<file path="src/rtl/vga_timing_gen.sv">
// 640x480@60 VGA raster timing: pixel-rate divider, h/v counters and
// decoded sync/blank/marker outputs, all combinational from the counters.
module vga_timing_gen #(
  parameter int CLK_DIV  = 2,
  parameter int H_ACTIVE = 640,
  parameter int H_FP     = 16,
  parameter int H_SYNC   = 96,
  parameter int H_BP     = 48,
  parameter int V_ACTIVE = 480,
  parameter int V_FP     = 10,
  parameter int V_SYNC   = 2,
  parameter int V_BP     = 33
) (
  input  logic       clk,
  input  logic       rst_n,
  output logic [9:0] Q_X,
  output logic [9:0] Q_Y,
  output logic       hsync_n,
  output logic       vsync_n,
  output logic       blank_n,
  output logic       sync_n,
  output logic       vga_clk,
  output logic       pix_en,
  output logic       frame_start,
  output logic       line_end
);

  localparam int H_TOTAL = H_ACTIVE + H_FP + H_SYNC + H_BP;
  localparam int V_TOTAL = V_ACTIVE + V_FP + V_SYNC + V_BP;
  localparam int DIV_W   = (CLK_DIV > 2) ? $clog2(CLK_DIV) : 1;

  localparam logic [DIV_W-1:0] DIV_LAST = DIV_W'(CLK_DIV - 1);
  localparam logic [DIV_W-1:0] DIV_HALF = DIV_W'(CLK_DIV / 2);
  localparam logic [9:0]       H_LAST   = 10'(H_TOTAL - 1);
  localparam logic [9:0]       V_LAST   = 10'(V_TOTAL - 1);

  // Sync windows compared in 11 bits so a 1024-wide total cannot overflow.
  localparam logic [10:0] HS_BEG = 11'(H_ACTIVE + H_FP);
  localparam logic [10:0] HS_END = 11'(H_ACTIVE + H_FP + H_SYNC);
  localparam logic [10:0] VS_BEG = 11'(V_ACTIVE + V_FP);
  localparam logic [10:0] VS_END = 11'(V_ACTIVE + V_FP + V_SYNC);
  localparam logic [10:0] H_ACT  = 11'(H_ACTIVE);
  localparam logic [10:0] V_ACT  = 11'(V_ACTIVE);

  generate
    if (H_TOTAL > 1024 || V_TOTAL > 1024) begin : g_bad_totals
      $error("vga_timing_gen: H_TOTAL and V_TOTAL must be <= 1024");
    end
    if (CLK_DIV < 2 || (CLK_DIV % 2) != 0) begin : g_bad_div
      $error("vga_timing_gen: CLK_DIV must be even and >= 2");
    end
  endgenerate

  logic [DIV_W-1:0] r_div;
  logic [9:0]       r_h;
  logic [9:0]       r_v;

  logic [DIV_W-1:0] w_div_next;
  logic [9:0]       w_h_next;
  logic [9:0]       w_v_next;
  logic             w_pix_en;
  logic             w_line_end;
  logic             w_frame_end;
  logic [10:0]      w_h_ext;
  logic [10:0]      w_v_ext;

  assign w_pix_en    = (r_div == DIV_LAST);
  assign w_line_end  = w_pix_en && (r_h == H_LAST);
  assign w_frame_end = w_line_end && (r_v == V_LAST);
  assign w_h_ext     = {1'b0, r_h};
  assign w_v_ext     = {1'b0, r_v};

  always_comb begin
    w_div_next = w_pix_en ? '0 : r_div + DIV_W'(1);
    w_h_next   = r_h;
    w_v_next   = r_v;
    if (w_pix_en) begin
      w_h_next = (r_h == H_LAST) ? 10'd0 : r_h + 10'd1;
    end
    if (w_line_end) begin
      w_v_next = (r_v == V_LAST) ? 10'd0 : r_v + 10'd1;
    end
  end

  // Reset abandons any partial line; the raster restarts at (0,0).
  always_ff @(posedge clk) begin
    if (!rst_n) begin
      r_div <= '0;
      r_h   <= '0;
      r_v   <= '0;
    end else begin
      r_div <= w_div_next;
      r_h   <= w_h_next;
      r_v   <= w_v_next;
    end
  end

  assign Q_X         = r_h;
  assign Q_Y         = r_v;
  assign pix_en      = w_pix_en;
  assign vga_clk     = (r_div >= DIV_HALF);
  assign line_end    = w_line_end;
  assign frame_start = w_frame_end;
  assign hsync_n     = !((w_h_ext >= HS_BEG) && (w_h_ext < HS_END));
  assign vsync_n     = !((w_v_ext >= VS_BEG) && (w_v_ext < VS_END));
  assign blank_n     = (w_h_ext < H_ACT) && (w_v_ext < V_ACT);
  assign sync_n      = 1'b0;

endmodule

</file>
<file path="config.mk">
export PLATFORM = sky130hd
export DESIGN_NAME = vga_timing_gen
export DESIGN_NICKNAME = d
export VERILOG_FILES = /design/src/rtl/vga_timing_gen.sv
export SDC_FILE = /design/constraint.sdc
export NUM_CORES = 1
export LEC_CHECK = 0
export CAP_MARGIN = 20
export CORE_MARGIN = 4
export CORE_UTILIZATION = 40
export CTS_CLUSTER_SIZE = 12
export DETAILED_ROUTE_END_ITERATION = 7
export GPL_ROUTABILITY_DRIVEN = 0
export PLACE_DENSITY = 0.74
export SYNTH_ARGS = -nofsm -noshare
export SYNTH_HDL_FRONTEND = slang
export SYNTH_SLANG_ARGS = --single-unit
export TNS_END_PERCENT = 5
</file>
<file path="constraint.sdc">
create_clock -name clk -period 2.15 [get_ports clk]
set_clock_uncertainty 0.1 [all_clocks]
set_input_delay 0.43 -clock clk [delete_from_list [all_inputs] [get_ports clk]]
set_output_delay 0.43 -clock clk [all_outputs]
set_load 0.005 [all_outputs]
</file>
* Word level (Yosys, flattened, before mapping)
Index checks and enable logic that the tools add are counted.
Storage, ports and cells: input bits 2, output and inout port bits 28, word-level logic and storage cells 26, bits in registers 21
Operators by class: bitwise logic cells 1, reduce and logical (&&, ||, !) cells 8, magnitude comparators 7, muxes and demuxes 2, equality and inequality tests 2, add/subtract/negate cells 3
Operators with widths (number):
- $add 10x1->10 const B | 2
- $eq 10x10->1 const B | 2
- $lt 10x10->1 const B | 2
- $lt 10x9->1 const B | 2
- $mux 10 | 2
- $ge 10x10->1 const B | 1
- $ge 10x9->1 const B | 1
- $logic_and 1x1->1 | 5
- $logic_not 1->1 | 2
- $reduce_or 2->1 | 1
- $add 1x1->1 const B | 1
- $ge 1x1->1 const B | 1
- $not 1->1 | 1

* Longest topological paths before layout
depth in word-level cells 3, gate-level depth with buffers 7, gate-level depth less buffers 6

* Worst setup path after synthesis
Ideal clock, no wire load.
path kind register to register, start reg r_h[0] (netlist: Q_X[0]), end reg r_v[0] (netlist: Q_Y[0]), data required time 1.916 ns, arrival 1.774 ns, path slack 0.141 ns, library setup time 0.134 ns, cell stages (with the launch flop) 7, clock period less this slack 2.009 ns, buffers on the path 1, path through dfxtp_1 > ha_1 > nand4_4 > or3_1 > clkbuf_2 > o21ai_1 > nor2_1
Between the ends: longest elaborated chain between the ends 2
Ends and longest elaborated chain:
- from (decl) | RTL line 55 | logic [9:0] r_h;
- from (signal assigned) | RTL line 93 | r_h <= w_h_next;
- $eq 10x10->1 | RTL line 68 | assign w_line_end = w_pix_en && (r_h == H_LAST);
- $logic_and 1x1->1 | RTL line 68
- to (signal assigned) | RTL line 94 | r_v <= w_v_next;
- to (decl) | RTL line 56 | logic [9:0] r_v;
Every way passes these cells. A chain may end at the register's enable or synchronous reset.

* Worst setup path in the final report
start reg r_h[1] (netlist: Q_X[1]), end out frame_start
Between the ends: longest elaborated chain between the ends 3
Ends and longest elaborated chain:
- $eq 10x10->1 | RTL line 68
- $logic_and 1x1->1 | RTL line 68
- $logic_and 1x1->1 | RTL line 69 | assign w_frame_end = w_line_end && (r_v == V_LAST);
- to (decl) | RTL line 24 | output logic frame_start,
Every way passes these cells.

==> impl_metrics.py <==
metrics = {
    "pwr": {
        "power.share.clock_pct": 30.5,
        "p_int_mw": 0.4897,
        "cellPowerDensity_mw_per_mm2": 389.6,
        "p_switching_mw": 0.1538,
        "power_leakage_nw": 0.6587,
        "vdd_ir_drop_max_uv": 310.9,
        "pwr-share-seq_pct": 62.0,
        "combPwrFrac_pct": 7.5,
        "swShare_pct": 23.90,
    },
    "finish": {
        "n_antenna_cell": 0,
        "fin_area_mm2": 0.001652,
        "fillCellCount": 267,
        "ff_latch_area_um2": 429.2,
        "drive_gt1_share_pct": 28.18,
        "postLayoutCoreUtil_pct": 60.41,
        "finalNetCount": 188,
        "syn2layout_area_growth_pct": 45.70,
        "multiInputGateArea_um2": 661.9,
    },
    "synthesis": {
        "synth_edf_count": 0,
        "synthDistinctLibCells": 41,
        "synth_flop_cell": "dfxtp_1",
        "async_flop_share_pct": 0,
        "avgSynthCellArea_um2": 8.653,
        "ys_ff_latch": 21,
        "synth_nets": 137,
        "synth-seq-area-share_pct": 37.09,
        "ys.warnings.count": 0,
        "netlist_area_mm2": 0.001134,
        "synthCells": 131,
    },
    "worst_hold_path": {
        "min_path_cells": 2,
        "min_from": "Q_Y[7]$_SDFFE_PN0P_",
        "holdPathEnd": "Q_Y[7]$_SDFFE_PN0P_",
        "min_path_type": "flip-flop to flip-flop",
    },
    "timing": {
        "hold_viol": 0,
        "finalSetupTns_ps": 0,
        "min_period_ps": 2139,
        "setup_viol": 0,
        "clock.fmax_ghz": 0.4676,
        "rsz0062_at_grt": "yes",
        "drv_slew": 0,
        "min_period_over_period_pct": 99.47,
    },
    "clock_tree": {
        "clkTransAtPathRegs_ps": 130,
        "cts-root-buf": "clkbuf_4",
        "cts_buffers": 3,
        "clock-sinks": 21,
        "cts_buffer_depth": 2,
        "clk_latency_ps": 310,
        "htreeDepth": 1,
        "cts_tree": "built",
    },
    "grt": {
        "grtUsageMet3_pct": 4.403,
        "busiest_layer": "met2",
        "grt_pass1_vias": 1115,
        "gr-usage-met1_pct": 19.80,
        "grt_max_degree": 13,
        "grt-ovfl-total": 0,
        "grt_use_total_pct": 16.94,
        "grt_pass1_wl_um": 4747,
        "globalRouteMet2Util_pct": 30.51,
        "grt_antenna_before_repair": 0,
    },
    "critical_path": {
        "crit_arrival_ps": 1610,
        "r2r-end": "Q_Y[7]$_SDFFE_PN0P_",
        "reg2reg_slack_ps": 210,
        "required_ps": 1620,
        "crit_path_end_kind": "output pin",
        "r2r_start": "Q_X[1]$_SDFFE_PN0P_",
        "critical_path_class": "flip-flop to output pin",
        "critPathMaxFanout": 2,
        "worstRegToRegCells": 6,
        "cp-start-kind": "flip-flop",
    },
    "drt": {
        "drtAntennaViolNets": 0,
        "dr_total_vias": 1103,
        "post_drt_wl_per_cell_um": 13.79,
        "postRouteWirelength_um": 2923,
        "dr.first_iter.drc_count": 49,
        "first_pass_iters": 4,
        "post-route-drc-count": 0,
        "viasPerCell": 5.203,
    },
    "outcome": {
        "status": "complete, no violations",
    },
    "die": {
        "die_h_um": 61.24,
        "num_rows": 19,
        "pin_count": 30,
        "die_w_um": 61.24,
        "initial_core_util_pct": 41.46,
        "die_area_mm2": 0.003750,
        "core_mm2": 0.002734,
    },
    "placement": {
        "hpwl_um": 2249,
        "place_area_mm2": 0.001583,
        "port_buffers": 28,
    },
    "job": {
        "drv_cap": 0,
    },
}
cell usage after synthesis (all sizes together) (3+ instances only):
master	count	area share, %
dfxtp	21	37
nor2	14	4.6
xnor2	9	7.0
inv	7	2.3
nand2	7	2.3
nand3	7	3.1
o21ai	7	3.1
buf	6	3.6
nand4	6	4.6
nor4	5	2.8
or3	5	2.8
and2	4	2.2
ha	4	4.4
xor2	4	3.1
a21oi	3	1.7
registers in the layout, indices dropped and copies added (netlist names):
register  cells
Q_Y          10
pix_en        1
Q_X          10
metrics by stage:
step	power [mW]	hold slack, ps	setup WS (ps)	instances
6_report	0.6435	416.4	11.36	212
5_1_grt	0.6660	464.0	-58.79	212
4_1_cts	0.6468	418.0	-98.16	211
3_5_place_dp	0.4534	425.0	-112.5	206
3_3_place_gp	0.4504	413.0	-65.61	206
2_1_floorplan	0.4289	395.2	141.3	131
power by group through the flow:
stage / logic [mW] / registers (mW) / clock network, mW
after CTS: 0.0480 / 0.399 / 0.200
after floorplan: 0.0215 / 0.407 / 0
final: 0.0482 / 0.399 / 0.196
after detailed placement: 0.0477 / 0.406 / 0
after global placement: 0.0450 / 0.405 / 0
after global routing: 0.0530 / 0.400 / 0.213
worst max-delay path by stage:
| stage | to | startpoint | slack [ps] | depth (start not counted) |
|---|---|---|---|---|
| floorplan | Q_Y[0]$_SDFFE_PN0P_ | Q_X[0]$_SDFFE_PN0P_ | 140 | 6 |
| global placement | frame_start | Q_X[0]$_SDFFE_PN0P_ | -70 | 5 |
| detailed placement | frame_start | Q_X[1]$_SDFFE_PN0P_ | -110 | 5 |
| CTS | hsync_n | Q_X[5]$_SDFFE_PN0P_ | -100 | 4 |
| global route | frame_start | Q_X[1]$_SDFFE_PN0P_ | -60 | 6 |
| finish | frame_start | Q_X[1]$_SDFFE_PN0P_ | 10 | 6 |
layer usage:
layer | part of all wire, % | routed length, um
met5 | 0 | 0
met4 | 0.34 | 10
met3 | 6.8 | 198
met2 | 49 | 1441
met1 | 44 | 1272
area by class of cell:
| cell class | instances | share of cell area, % |
|---|---|---|
| sequential | 21 | 25.98 |
| clock buffer | 3 | 1.364 |
| tap | 31 | 2.348 |
| multi-input combinational | 95 | 40.08 |
| timing repair buffer | 54 | 28.33 |
| clock inverter | 1 | 0.3030 |
| inverter | 7 | 1.591 |
repair_timing:
action,in CTS,in global routing
pin swaps,1,4
hold buffers,0,0
resized for setup,18,9
endpoints found under the setup margin,5,3
endpoints found under the hold margin,0,0
buffers inserted,1,1
logic make-up after synthesis:
group,Yosys count,synth area share (%)
AND/OR/NAND/NOR,63,33.89
flip-flops,21,37.09
buffers and inverters,15,6.732
AO/OA/AOI/OAI,14,7.506
XOR/XNOR,13,10.04
adder cells (fa/ha/maj),4,4.415
other,1,0.3308
worst max-delay path: stages, from the launching register on:
cell and delay [ps]:
dfxtp_2 370, ha_4 150, nand4_4 70, or3_4 410, buf_6 140, nor2_4 70
buf_6 100
layout by cell type (no fill, tap or decap), drive strengths merged:
master,count
a211oi,1
a21boi,1
a21oi,3
and2,4
and3,2
and4,2
buf,27
clkbuf,5
clkdlybuf4s50,23
clkinv,1
conb,1
dfxtp,21
dlygate4sd2,2
ha,4
inv,7
nand2,7
nand3,7
nand4,6
nand4b,1
nor2,14
nor2b,2
nor3,1
nor3b,1
nor4,5
nor4b,1
o21a,1
o21ai,7
o311ai,1
or2,2
or3,5
or3b,1
or4,2
xnor2,9
xor2,4
No activity file was read; power rests on OpenSTA's default activity.
==> RTL edit 1 (same settings) <==
Set the parameter `CLK_DIV` to 4 (it was 2).
--- a/src/rtl/vga_timing_gen.sv
+++ b/src/rtl/vga_timing_gen.sv
@@ -3,3 +3,3 @@
 module vga_timing_gen #(
-  parameter int CLK_DIV  = 2,
+  parameter int CLK_DIV  = 4,
   parameter int H_ACTIVE = 640,
Function: changed (a bounded check fails within 4 cycles, from zero or initial values and one cycle with rst_n low).
==> RTL edit 1 against the unedited design <==
- final area up 3.3%
- power grew 0.75%
- combinational power increased by 7.7%
- wire length increased by 2.8%
- largest cell class unchanged
- worst setup slack better by 61 ps
- synthesized area grew 5.5%
- cell count increased by 4.2%
- sequential cell count increased by 1
==> RTL edit 1: results (changes against the unedited design) <==
- The clock transition at the registers of the reported paths is 110 ps (-20 ps).
- Sorting the synthesized cells by how often they occur yields dfxtp_1 (22), nor2_1 (15), nand2_1 (10), nand3_1 (10), xnor2_1 (10).
- The first-pass GRT wire length is 5060 um (+6.5%).
- The worst reg2reg path startpoint is Q_X[0]$_SDFFE_PN0P_.
- The pre-CTS setup slack is 43.5 ps (+156 ps).
- The highest ir drop seen on vdd came to 0.360 mV (+16%).
- The critical path data arrival time is 1550 ps (-60 ps).
- The ratio of cells with drive above 1 in the final layout came to 25.3% (-2.9 points).
- The share of async-settable or async-resettable flops after synthesis is 0% (unchanged).
- The largest net degree at the start of global routing is 12 (-1).
- By area the synthesized netlist is led by dfxtp_1 (37%), xnor2_1 (7.3%), ha_1 (6.3%), nor2_1 (4.7%), nand3_1 (4.2%).
- The estimated wirelength of the detail-placed design came to 2250 um (+0.10%).
- The final net count is 200 (+6.4%).
- The path with the worst hold slack has its endpoint at r_div[0]$_SDFF_PP0_.
- The number of vias per cell after detailed routing is 5.46 (+4.9%).
- The flow ran to the end, and the final reports show no timing, DRC or antenna violations.
- The sequential-to-total area share from yosys stat was 36.8% (-0.27 points).
- The register-to-register setup slack is 230 ps (+20 ps).
- The number of unique standard cell types used by synthesis is 36 (-12%).
- The mean routed wirelength per cell is 13.6 um (-1.4%).
- The static leakage power came to 0.656 nW (-0.49%).
- The number of nets in the synthesized netlist is 150 (+9.5%).
- The filler cell count in the final layout is 262 (-1.9%).
- The number of violations reported at the end of detailed-routing iteration 0 is 82 (+67%).
- The highest net fanout along the worst path is 3 (+1).
[RTL edit 1: cell families after synthesis]
| logic type | after synthesis | synth area share, % |
|---|---|---|
| and+or+nand+nor | 70 | 33.8 |
| DFF | 22 | 36.8 |
| AOI/OAI and AO/OA | 19 | 9.62 |
| buffers and inverters | 13 | 5.13 |
| xor gates and xnor gates | 11 | 8.05 |
| adders and majority gates | 6 | 6.28 |
| other | 1 | 0.314 |
[RTL edit 1: routing by layer]
layer  global-route usage [%]  up-vias  part of all wire [%]
met5                        0        -                     0
met4                     4.41        0                  0.50
met3                     4.14        2                   5.3
met2                     26.5       34                    49
met1                     18.9      574                    45
li1                         -      596                     -
[RTL edit 1: stage by stage]
step                      area (um2)  hold slack [ps]  instances
after floorplan                 1200              317        142
after global placement          1630              327        215
after detailed placement        1630              338        215
after CTS                       1670              324        218
after global routing            1710              422        221
final                           1710              405        221
[RTL edit 1: worst max-delay path by stage]
| stage | endpoint | slack [ps] | cells past startpoint | startpoint |
|---|---|---|---|---|
| 2_1_floorplan | Q_Y[9]$_SDFFE_PN0P_ | 220 | 6 | r_div[0]$_SDFF_PP0_ |
| 3_3_place_gp | frame_start | 120 | 6 | Q_Y[0]$_SDFFE_PN0P_ |
| 3_5_place_dp | frame_start | 40 | 6 | Q_Y[0]$_SDFFE_PN0P_ |
| 4_1_cts | line_end | -190 | 4 | Q_X[5]$_SDFFE_PN0P_ |
| 5_1_grt | frame_start | -20 | 5 | Q_X[7]$_SDFFE_PN0P_ |
| 6_report | frame_start | 70 | 6 | Q_X[0]$_SDFFE_PN0P_ |
[RTL edit 1: cell type report]
| cell class | count | area share, % |
|---|---|---|
| Clock buffer | 3 | 1.32 |
| Multi-Input combinational cell | 107 | 41.5 |
| Inverter | 8 | 1.76 |
| Timing Repair Buffer | 50 | 26.1 |
| Tap cell | 31 | 2.27 |
| Sequential cell | 22 | 27.1 |
[RTL edit 1: power breakdown]
part	internal, mW	switching (mW)	total, mW
combinational	0.0283	0.0235	0.0519
clock	0.0652	0.116	0.181
sequential	0.411	0.00429	0.416
[RTL edit 1: worst max-delay path, cell delays in order, from the launching register on]
cell and delay (ps):
dfxtp_2 350, ha_1 170, and3_4 190, nand4_1 180, buf_4 200, nor2_2 60, buf_2 120
[RTL edit 1: timing repair]
action	CTS	global route
setup endpoints to repair	6	4
buffers inserted	0	3
hold buffers	0	0
pin swaps	3	2
resized for setup	18	10
==> RTL edit 2 (same flow settings) <==
Without the edit above. Register the output `Q_Y` once more; this adds one clock of latency there. The other outputs are not delayed to match.
--- a/src/rtl/vga_timing_gen.sv
+++ b/src/rtl/vga_timing_gen.sv
@@ -98,3 +98,5 @@
   assign Q_X         = r_h;
-  assign Q_Y         = r_v;
+  always_ff @(posedge clk) begin
+    Q_Y <= r_v;
+  end
   assign pix_en      = w_pix_en;
Formal check against the unedited RTL: same outputs for any inputs over 10 cycles, from zero or initial values and one cycle with rst_n low; that may be too few to reach the edited logic, so the function may still have changed.
==> RTL edit 2 against the unedited design <==
- synthesized area rose by 20%
- first-iteration DRC count up 10%
- register-to-register slack got worse by 20 ps
- final area is 19% higher
- clock power grew 140%
- global-route usage increased by 0.26 points
- power up 71%
- wire length increased by 11%
- worst setup slack improved by 32 ps
- sequential cell count grew 10
- sequential power increased by 46%
- critical path type unchanged
==> RTL edit 2: results (changes against the unedited design) <==
- The estimated wirelength of the detail-placed design is 2500 um (+11%).
- The number of unique standard cell types used by synthesis came to 35 (-15%).
- The number of cells produced by synthesis is 149 (+14%).
- The wire length on met2 is 1620 um (+13%).
- By count the netlist is led by dfxtp_1 (31), nor2_1 (15), nand2_1 (13), nand3_1 (9), nand4_1 (9).
- The global-route total usage across every layer is 17.2% (+0.26 points).
- The hold path depth was 0 (-2).
- The filler cell count in the final layout is 274 (+2.6%).
- The compound-gate portion of the synthesized area is 4.04% (-3.5 points).
- The met3 layer wire length in the routed design is 191 um (-3.5%).
- The number of nets in the synthesized netlist is 155 (+13%).
- The number of violations reported at the end of detailed-routing iteration 0 is 54 (+10%).
- The pre-CTS setup slack is -52.5 ps (+59.9 ps).
- The count of pins over their slew limit is 0 (unchanged).
- The delay of the slowest cell on the worst path was 370 ps (-40 ps).
- The register-to-register setup slack is 190 ps (-20 ps).
- The internal power contribution is 878 uW (+79%).
- The critical path data arrival time is 1580 ps (-30 ps).
- The static leakage power is 0.764 nW (+16%).
- The final net count is 208 (+11%).
- The sequential power came to 582 uW (+46%).
- The multiplexer fraction of the synthesized cell area is 0.735% (+0.73 points).
- The hold slack is 287 ps (-129 ps).
- The highest net fanout along the worst path is 4 (+2).
- The CTS buffer count came to 5 (+2).
- The xor/xnor share of the synthesized area was 8.36% (-1.7 points).
- In this run the most critical hold path is launched from r_v[7]$_SDFFE_PN0P_.
- The clock transition at the registers of the reported paths is 90 ps (-40 ps).
- The power share of the clock group came to 42.6% (+12 points).
- The total routed wire length on the met1 layer came to 1340 um (+5.7%).
- The number of global-route vias before repair is 1252 (+12%).
- The clock insertion delay at the later pin of the skew report is 330 ps (+20 ps).
- The post-CTS setup-driven buffer insertion count is 0 (-1).
- By area the synthesized netlist is led by dfxtp_1 (46%), xnor2_1 (5.1%), nand4_1 (4.1%), nor2_1 (4.1%), ha_1 (3.7%).
- The flow ran to the end, and the final reports show no timing, DRC or antenna violations.
- The count of placed standard cells including taps is 239 (+16%).
- The number of vias per cell after detailed routing came to 5.04 (-3.1%).
- The worst reg2reg path startpoint is Q_X[0]$_SDFFE_PN0P_.
- The cell area reported after detailed placement came to 1850 um2 (+17%).
- The total detailed-routing wirelength is 3250 um (+11%).
- The post-route non-filler standard cell count is 247 (+17%).
- The end of the worst register-to-register path is r_v[5]$_SDFFE_PN0P_.
- The highest ir drop seen on vdd is 0.441 mV (+42%).
- The final worst setup slack was 43.5 ps (+32.2 ps).
- The first-pass GRT wire length was 5710 um (+20%).
- The depth of the CTS H-tree is 2 (+1).
- Following the worst setup path forward leads to its endpoint at line_end.
## RTL edit 2: changes by cell type in the layout (fill, tap and decap cells not counted), sizes merged, moves of 3 or more
cell / unedited run / this run
o21ai: 7 / 3
or3: 5 / 2
dfxtp: 21 / 31
nor4: 5 / 2
nor3: 1 / 7
nand2: 7 / 13
nand4: 6 / 9
## RTL edit 2: routing by layer
metal	global-route usage, %	vias to the layer above
met3	5.61	8
met4	7.87	0
met2	28.0	33
li1	-	625
met1	20.3	579
met5	0	-
## RTL edit 2: what timing repair did
action / CTS / global route
setup endpoints to repair: 5 / 3
pin swaps: 1 / 1
gates cloned: 0 / 0
resized for setup: 21 / 2
## RTL edit 2: layout make-up
type | count | area, um2 | area share (%)
Clock buffer | 6 | 51.3 | 2.62
Clock inverter | 2 | 35.0 | 1.79
Inverter | 6 | 22.5 | 1.15
Multi-Input combinational cell | 105 | 709 | 36.2
Sequential cell | 31 | 628 | 32.0
Tap cell | 44 | 55.1 | 2.81
Timing Repair Buffer | 53 | 459 | 23.4
